File: config.mk
export PLATFORM = sky130hd
export DESIGN_NAME = au_add_mword_seq_flat
export DESIGN_NICKNAME = d
export VERILOG_FILES = /design/src/rtl/au_pkg.sv /design/src/rtl/au_add_mword_seq_if.sv /design/src/rtl/AU_add_cfast.sv /design/src/rtl/au_add_mword_seq.sv /design/src/flat_wrapper.sv
export SDC_FILE = /design/constraint.sdc
export NUM_CORES = 1
export LEC_CHECK = 0
export ABC_AREA = 1
export CAP_MARGIN = 0
export CORE_AREA = 2 2 64 66
export CTS_CLUSTER_SIZE = 25
export DETAILED_ROUTE_END_ITERATION = 7
export DIE_AREA = 0 0 66 68
export MAX_ROUTING_LAYER = met4
export PLACE_DENSITY = 0.84
export SLEW_MARGIN = 25
export SYNTH_ARGS = -nofsm -noshare
export SYNTH_HDL_FRONTEND = slang
export SYNTH_HIERARCHICAL = 1
export SYNTH_SLANG_ARGS = --single-unit
File: constraint.sdc
create_clock -name clk -period 7.31 [get_ports clk]
set_input_delay 1.462 -clock clk [delete_from_list [all_inputs] [get_ports clk]]
set_output_delay 1.462 -clock clk [all_outputs]
set_load 0.005 [all_outputs]
File: src/rtl/au_pkg.sv
// rtl/au_pkg.sv - shared types for the multi-word add/subtract sequencer
package au_pkg;

    typedef enum logic {
        AU_SEQ_IDLE = 1'b0,
        AU_SEQ_BUSY = 1'b1
    } au_seq_state_e;

endpackage

File: src/rtl/au_add_mword_seq_if.sv
// rtl/au_add_mword_seq_if.sv - word-stream handshake bundle between producer, sequencer and consumer
interface au_add_mword_seq_if #(
    parameter int WIDTH = 8,
    parameter int IDXW  = 8
);
    logic             in_valid;
    logic             in_ready;
    logic [WIDTH-1:0] in_a;
    logic [WIDTH-1:0] in_b;
    logic             in_sub;
    logic             in_last;
    logic             out_valid;
    logic             out_ready;
    logic [WIDTH-1:0] out_s;
    logic [IDXW-1:0]  out_idx;
    logic             out_last;
    logic             out_co;
    logic             out_ovf;

    modport master (
        output in_valid, in_a, in_b, in_sub, in_last, out_ready,
        input  in_ready, out_valid, out_s, out_idx, out_last, out_co, out_ovf
    );

    modport slave (
        input  in_valid, in_a, in_b, in_sub, in_last, out_ready,
        output in_ready, out_valid, out_s, out_idx, out_last, out_co, out_ovf
    );
endinterface

File: src/rtl/AU_add_cfast.sv
// rtl/AU_add_cfast.sv - parallel-prefix adder with carry-in/out
// ARCH 0 = Kogge-Stone, 1 = Sklansky, 2 = serial prefix (ripple).
module AU_add_cfast #(
    parameter int WIDTH = 8,
    parameter int ARCH  = 0
) (
    input  logic [WIDTH-1:0] a,
    input  logic [WIDTH-1:0] b,
    input  logic             ci,
    output logic [WIDTH-1:0] s,
    output logic             co
);
    // Position 0 carries ci as a generate, so group[i] is the carry into bit i.
    logic [WIDTH:0] gen;
    logic [WIDTH:0] prop;
    logic [WIDTH:0] grp;

    assign gen  = {a & b, ci};
    assign prop = {a ^ b, 1'b0};

    always_comb begin
        logic [WIDTH:0] gg;
        logic [WIDTH:0] pp;
        logic [WIDTH:0] ng;
        logic [WIDTH:0] np;
        int             j;
        gg = gen;
        pp = prop;
        ng = gen;
        np = prop;
        j  = 0;
        if (ARCH == 2) begin
            for (int i = 1; i <= WIDTH; i++) begin
                gg[i] = gen[i] | (prop[i] & gg[i-1]);
            end
        end else begin
            for (int l = 0; (1 << l) <= WIDTH; l++) begin
                ng = gg;
                np = pp;
                for (int i = 0; i <= WIDTH; i++) begin
                    if (ARCH == 0) begin
                        if (i >= (1 << l)) begin
                            ng[i] = gg[i] | (pp[i] & gg[i-(1<<l)]);
                            np[i] = pp[i] & pp[i-(1<<l)];
                        end
                    end else if (((i >> l) & 1) == 1) begin
                        j     = ((i >> l) << l) - 1;
                        ng[i] = gg[i] | (pp[i] & gg[j]);
                        np[i] = pp[i] & pp[j];
                    end
                end
                gg = ng;
                pp = np;
            end
        end
        grp = gg;
    end

    assign s  = prop[WIDTH:1] ^ grp[WIDTH-1:0];
    assign co = grp[WIDTH];
endmodule

File: src/rtl/au_add_mword_seq.sv
// rtl/au_add_mword_seq.sv - LSW-first multi-word add/subtract through one narrow adder
// The carry is chained between beats in carry_q; the first beat takes its carry-in from in_sub.
module au_add_mword_seq
    import au_pkg::*;
#(
    parameter int WIDTH = 8,
    parameter int ARCH  = 0,
    parameter int IDXW  = 8
) (
    input  logic                clk,
    input  logic                rst,
    input  logic                flush,
    au_add_mword_seq_if.slave   bus
);
    au_seq_state_e    state_q, state_d;
    logic             sub_q, sub_d;
    logic             carry_q, carry_d;
    logic [IDXW-1:0]  idx_q, idx_d;
    logic             out_valid_q, out_valid_d;
    logic [WIDTH-1:0] out_s_q, out_s_d;
    logic [IDXW-1:0]  out_idx_q, out_idx_d;
    logic             out_last_q, out_last_d;
    logic             out_co_q, out_co_d;
    logic             out_ovf_q, out_ovf_d;

    logic             in_ready;
    logic             accept;
    logic             first;
    logic             sub_eff;
    logic [WIDTH-1:0] eff_b;
    logic             add_ci;
    logic [WIDTH-1:0] add_s;
    logic             add_co;
    logic [IDXW-1:0]  index;

    assign in_ready = !flush && (!out_valid_q || bus.out_ready);
    assign accept   = bus.in_valid && in_ready;
    assign first    = (state_q == AU_SEQ_IDLE);
    assign sub_eff  = first ? bus.in_sub : sub_q;
    assign eff_b    = sub_eff ? ~bus.in_b : bus.in_b;
    assign add_ci   = first ? bus.in_sub : carry_q;
    assign index    = first ? '0 : idx_q;

    AU_add_cfast #(
        .WIDTH (WIDTH),
        .ARCH  (ARCH)
    ) u_add (
        .a  (bus.in_a),
        .b  (eff_b),
        .ci (add_ci),
        .s  (add_s),
        .co (add_co)
    );

    always_comb begin
        state_d     = state_q;
        sub_d       = sub_q;
        carry_d     = carry_q;
        idx_d       = idx_q;
        out_valid_d = out_valid_q;
        out_s_d     = out_s_q;
        out_idx_d   = out_idx_q;
        out_last_d  = out_last_q;
        out_co_d    = out_co_q;
        out_ovf_d   = out_ovf_q;
        if (flush) begin
            state_d     = AU_SEQ_IDLE;
            sub_d       = 1'b0;
            carry_d     = 1'b0;
            idx_d       = '0;
            out_valid_d = 1'b0;
        end else if (accept) begin
            state_d     = bus.in_last ? AU_SEQ_IDLE : AU_SEQ_BUSY;
            sub_d       = sub_eff;
            carry_d     = add_co;
            idx_d       = index + IDXW'(1);
            out_valid_d = 1'b1;
            out_s_d     = add_s;
            out_idx_d   = index;
            out_last_d  = bus.in_last;
            out_co_d    = add_co;
            out_ovf_d   = (bus.in_a[WIDTH-1] == eff_b[WIDTH-1]) &&
                          (add_s[WIDTH-1] != bus.in_a[WIDTH-1]);
        end else if (bus.out_ready) begin
            out_valid_d = 1'b0;
        end
    end

    always_ff @(posedge clk or posedge rst) begin
        if (rst) begin
            state_q     <= AU_SEQ_IDLE;
            sub_q       <= 1'b0;
            carry_q     <= 1'b0;
            idx_q       <= '0;
            out_valid_q <= 1'b0;
            out_s_q     <= '0;
            out_idx_q   <= '0;
            out_last_q  <= 1'b0;
            out_co_q    <= 1'b0;
            out_ovf_q   <= 1'b0;
        end else begin
            state_q     <= state_d;
            sub_q       <= sub_d;
            carry_q     <= carry_d;
            idx_q       <= idx_d;
            out_valid_q <= out_valid_d;
            out_s_q     <= out_s_d;
            out_idx_q   <= out_idx_d;
            out_last_q  <= out_last_d;
            out_co_q    <= out_co_d;
            out_ovf_q   <= out_ovf_d;
        end
    end

    assign bus.in_ready  = in_ready;
    assign bus.out_valid = out_valid_q;
    assign bus.out_s     = out_s_q;
    assign bus.out_idx   = out_idx_q;
    assign bus.out_last  = out_last_q;
    assign bus.out_co    = out_co_q;
    assign bus.out_ovf   = out_ovf_q;
endmodule
File: src/flat_wrapper.sv
// flat-port wrapper written by rule: the top's interface ports become plain ports
module au_add_mword_seq_flat import au_pkg::*;
#(
    parameter int WIDTH = 8,
    parameter int ARCH  = 0,
    parameter int IDXW  = 8
)
  (clk, rst, flush, bus_in_valid, bus_in_a, bus_in_b, bus_in_sub, bus_in_last, bus_out_ready, bus_in_ready, bus_out_valid, bus_out_s, bus_out_idx, bus_out_last, bus_out_co, bus_out_ovf);
  au_add_mword_seq_if #(.WIDTH(WIDTH), .IDXW(IDXW)) bus_i ();
  input  logic clk;
  input  logic rst;
  input  logic flush;
  input wire logic [$bits(bus_i.in_valid)-1:0] bus_in_valid;
  input wire logic [$bits(bus_i.in_a)-1:0] bus_in_a;
  input wire logic [$bits(bus_i.in_b)-1:0] bus_in_b;
  input wire logic [$bits(bus_i.in_sub)-1:0] bus_in_sub;
  input wire logic [$bits(bus_i.in_last)-1:0] bus_in_last;
  input wire logic [$bits(bus_i.out_ready)-1:0] bus_out_ready;
  output wire logic [$bits(bus_i.in_ready)-1:0] bus_in_ready;
  output wire logic [$bits(bus_i.out_valid)-1:0] bus_out_valid;
  output wire logic [$bits(bus_i.out_s)-1:0] bus_out_s;
  output wire logic [$bits(bus_i.out_idx)-1:0] bus_out_idx;
  output wire logic [$bits(bus_i.out_last)-1:0] bus_out_last;
  output wire logic [$bits(bus_i.out_co)-1:0] bus_out_co;
  output wire logic [$bits(bus_i.out_ovf)-1:0] bus_out_ovf;
  assign bus_i.in_valid = bus_in_valid;
  assign bus_i.in_a = bus_in_a;
  assign bus_i.in_b = bus_in_b;
  assign bus_i.in_sub = bus_in_sub;
  assign bus_i.in_last = bus_in_last;
  assign bus_i.out_ready = bus_out_ready;
  assign bus_in_ready = bus_i.in_ready;
  assign bus_out_valid = bus_i.out_valid;
  assign bus_out_s = bus_i.out_s;
  assign bus_out_idx = bus_i.out_idx;
  assign bus_out_last = bus_i.out_last;
  assign bus_out_co = bus_i.out_co;
  assign bus_out_ovf = bus_i.out_ovf;
  au_add_mword_seq #(.WIDTH(WIDTH), .ARCH(ARCH), .IDXW(IDXW)) u_core (.clk(clk), .rst(rst), .flush(flush), .bus(bus_i));
endmodule
==> metrics.txt <==
Least-Margin Pin Slew=between 500 and 600 ps; clock network power share=0.326; share of layout cells above drive strength 1=0.0779; crit start category=input port; Synth Area in Compound Gates=0.0490; Post-Syn Area=0.00192 mm²; antenna violations before repair=0; Fin Hold WS=482 ps; post-route clock period utilization=0.557; Crit Path Max Fanout=2; Fillers=343; global-route usage over all layers=0.205; port bufs=43; skew final=3.77 ps; via count=~1700; cell count after synthesis=261; Initial Util=0.497; post-synthesis mux area share=0; diode count=0; HPWL Detailed=~3.0 mm; final hold violations=0; sw frac=0.296; NumNets Final=339; Gate power share=0.298; WL per Instance=roughly 12 µm; global route overflow=0; # DRC=0; dominant cell type by area after synthesis=dfrtp_1; Clock transition at path regs=approximately 70 ps; Area growth, synth to finish=30.5%; HP Class=register to register; Mapped Avg Cell Area=7.34 µm²; Max-Cap Viols=0; Final Power=0.000543 W; buffer count from post-CTS setup fixing=0; 1st-pass router iterations=4; CTS buffer count=5; RSZ-0062 raised after global routing=false; Simple-Gate Fraction of Synth Area=0.351; setup_tns=0 ps; commonest non-fill, non-tap cells in the layout=nand2_1 (106), clkdlybuf4s50_1 (43), inv_1 (33), dfrtp_1 (31), nand3_1 (22); Psw=0.000160 W; Int Pwr=0.000382 W; leakage=~1.3 nW; die footprint=0.00449 mm²; Max Freq=246 MHz; Clk Latency, worst-skew pair=roughly 280 ps; Clock Sinks=31; Setup WS pre-CTS=3240 ps; CP Data Required Time=5850 ps; post-cts sizing count=0; PwrDens=217 mW/mm²; hold_buf cts=0; XOR/XNOR Fraction of Synth Area=0.0457; post-synth net total=293; Final GP Congestion=0.876; CP Capture Type=output port; total wire length=~4.2 mm; Rows=23; Worst slew margin=0.661; min cycle time layout=4070 ps; vias in the first global route=1516; Post-DRT Antenna Nets=0; Yosys Warn Count=6; synth top area cells=dfrtp_1 (40%), nand2_1 (21%), inv_1 (6.5%), nand3_1 (5.7%), ha_1 (5.2%); H-tree level count=2; Final Max Tran Viols=0; CTS tree=built; outcome=finished clean; pin count of the biggest net entering global routing=35; clk root buf=clkbuf_8; post-synthesis sequential area ratio=0.405; sequential share of power=0.376; CORE AREA=just under 0.004 mm²; DR vias/cell=4.87; most common cell after layout, fill and taps aside=nand2_1; setup violators final=0; largest family of logic cells by synthesized area=simple AND/OR/NAND/NOR gates; Die W=66 µm; Post-Synth Adder-Cell Area=0.0627; share of the synthesized area in the top cell type=0.405; #FFs+latches synth=31; final setup margin=3240 ps; first-pass GRT wire length=6.73 mm; post-synth cell types=26; Arr. time, crit path=2610 ps; die height=68 µm; CTS max path bufs=2; peak supply drop=107 µV; I/O pins=44; 1st-iter DRT viols=83; CP Class=input port to output port
==> cell usage after synthesis, drive strengths merged <==
cell type / number
nand2: 112
inv: 35
dfrtp: 31
nand3: 23
nor2: 12
o21ai: 12
ha: 8
xor2: 7
buf: 5
a21oi: 3
o22ai: 3
or2: 3
xnor2: 3
nand3b: 2
fa: 1
nor3: 1
==> per-layer routing <==
metal	vias to the layer above	wire length (µm)	GRT usage
li1	901	-	-
met1	780	1910	0.253
met2	60	1990	0.345
met3	4	241	0.0280
met4	0	56	0.0765
met5	-	0	-
==> power by group through the flow <==
| stage | Combinational (W) | Sequential, W | Clock [W] |
|---|---|---|---|
| 6_report | 0.000162 | 0.000204 | 0.000177 |
| 5_1_grt | 0.000181 | 0.000206 | 0.000185 |
| 4_1_cts | 0.000162 | 0.000204 | 0.000181 |
| 3_5_place_dp | 0.000160 | 0.000207 | 0 |
| 3_3_place_gp | 0.000155 | 0.000207 | 0 |
| 2_1_floorplan | 0.0000924 | 0.000206 | 0 |
==> critical path: stages <==
cell	delay [ps]
clkdlybuf4s50_1	470
nor2_2	60
nor2_4	110
clkdlybuf4s50_1	510
==> flip-flops by register name, summed over array words and instances, names as in the netlist <==
register              flops
u_core/bus.out_co         1
u_core/bus.out_idx        8
u_core/bus.out_last       1
u_core/bus.out_ovf        1
u_core/bus.out_s          8
u_core/bus.out_valid      1
u_core/carry_q            1
u_core/idx_q              8
u_core/state_q            1
u_core/sub_q              1
==> stage by stage <==
stage | utilization | instance area [µm²] | std cells
detailed placement | 0.618 | 2380 | 350
floorplan | - | 1920 | 261
finish | 0.649 | 2500 | 358
CTS | 0.649 | 2500 | 358
global placement | 0.618 | 2380 | 350
global route | 0.649 | 2500 | 358
==> path summary, 6_finish.rpt <==
path	start	endpoint	slack, ps	cells past startpoint
worst min-delay path	u_core/bus.out_s[3]	u_core/bus.out_s[3]	480	2
min in group asynchronous	rst	u_core/bus.out_last	1560	3
worst max-delay path	bus_out_ready	bus_in_ready	3240	4
worst min register to register	u_core/bus.out_s[3]	u_core/bus.out_s[3]	480	2
worst max register to register	u_core/state_q	u_core/bus.out_ovf	4360	17
max in group asynchronous	rst	u_core/bus.out_s[6]	5450	3
==> logic make-up after synthesis <==
logic type,count (synthesis)
buffers and inverters,40
adder cells (fa/ha/maj),9
XOR/XNOR,10
flip-flops,31
AO/OA/AOI/OAI,18
AND/OR/NAND/NOR,153
==> cell type report <==
class                   instances  area [µm²]  share of cell area
well taps                      50        62.6              0.0250
flip-flops and latches         31         776               0.310
clock buffers                   6        82.6              0.0330
multi-input cells             190         973               0.389
inverters                      35         134              0.0535
clock inverters                 2        35.0              0.0140
repair buffers                 44         438               0.175
(Power assumes the default switching activity.)
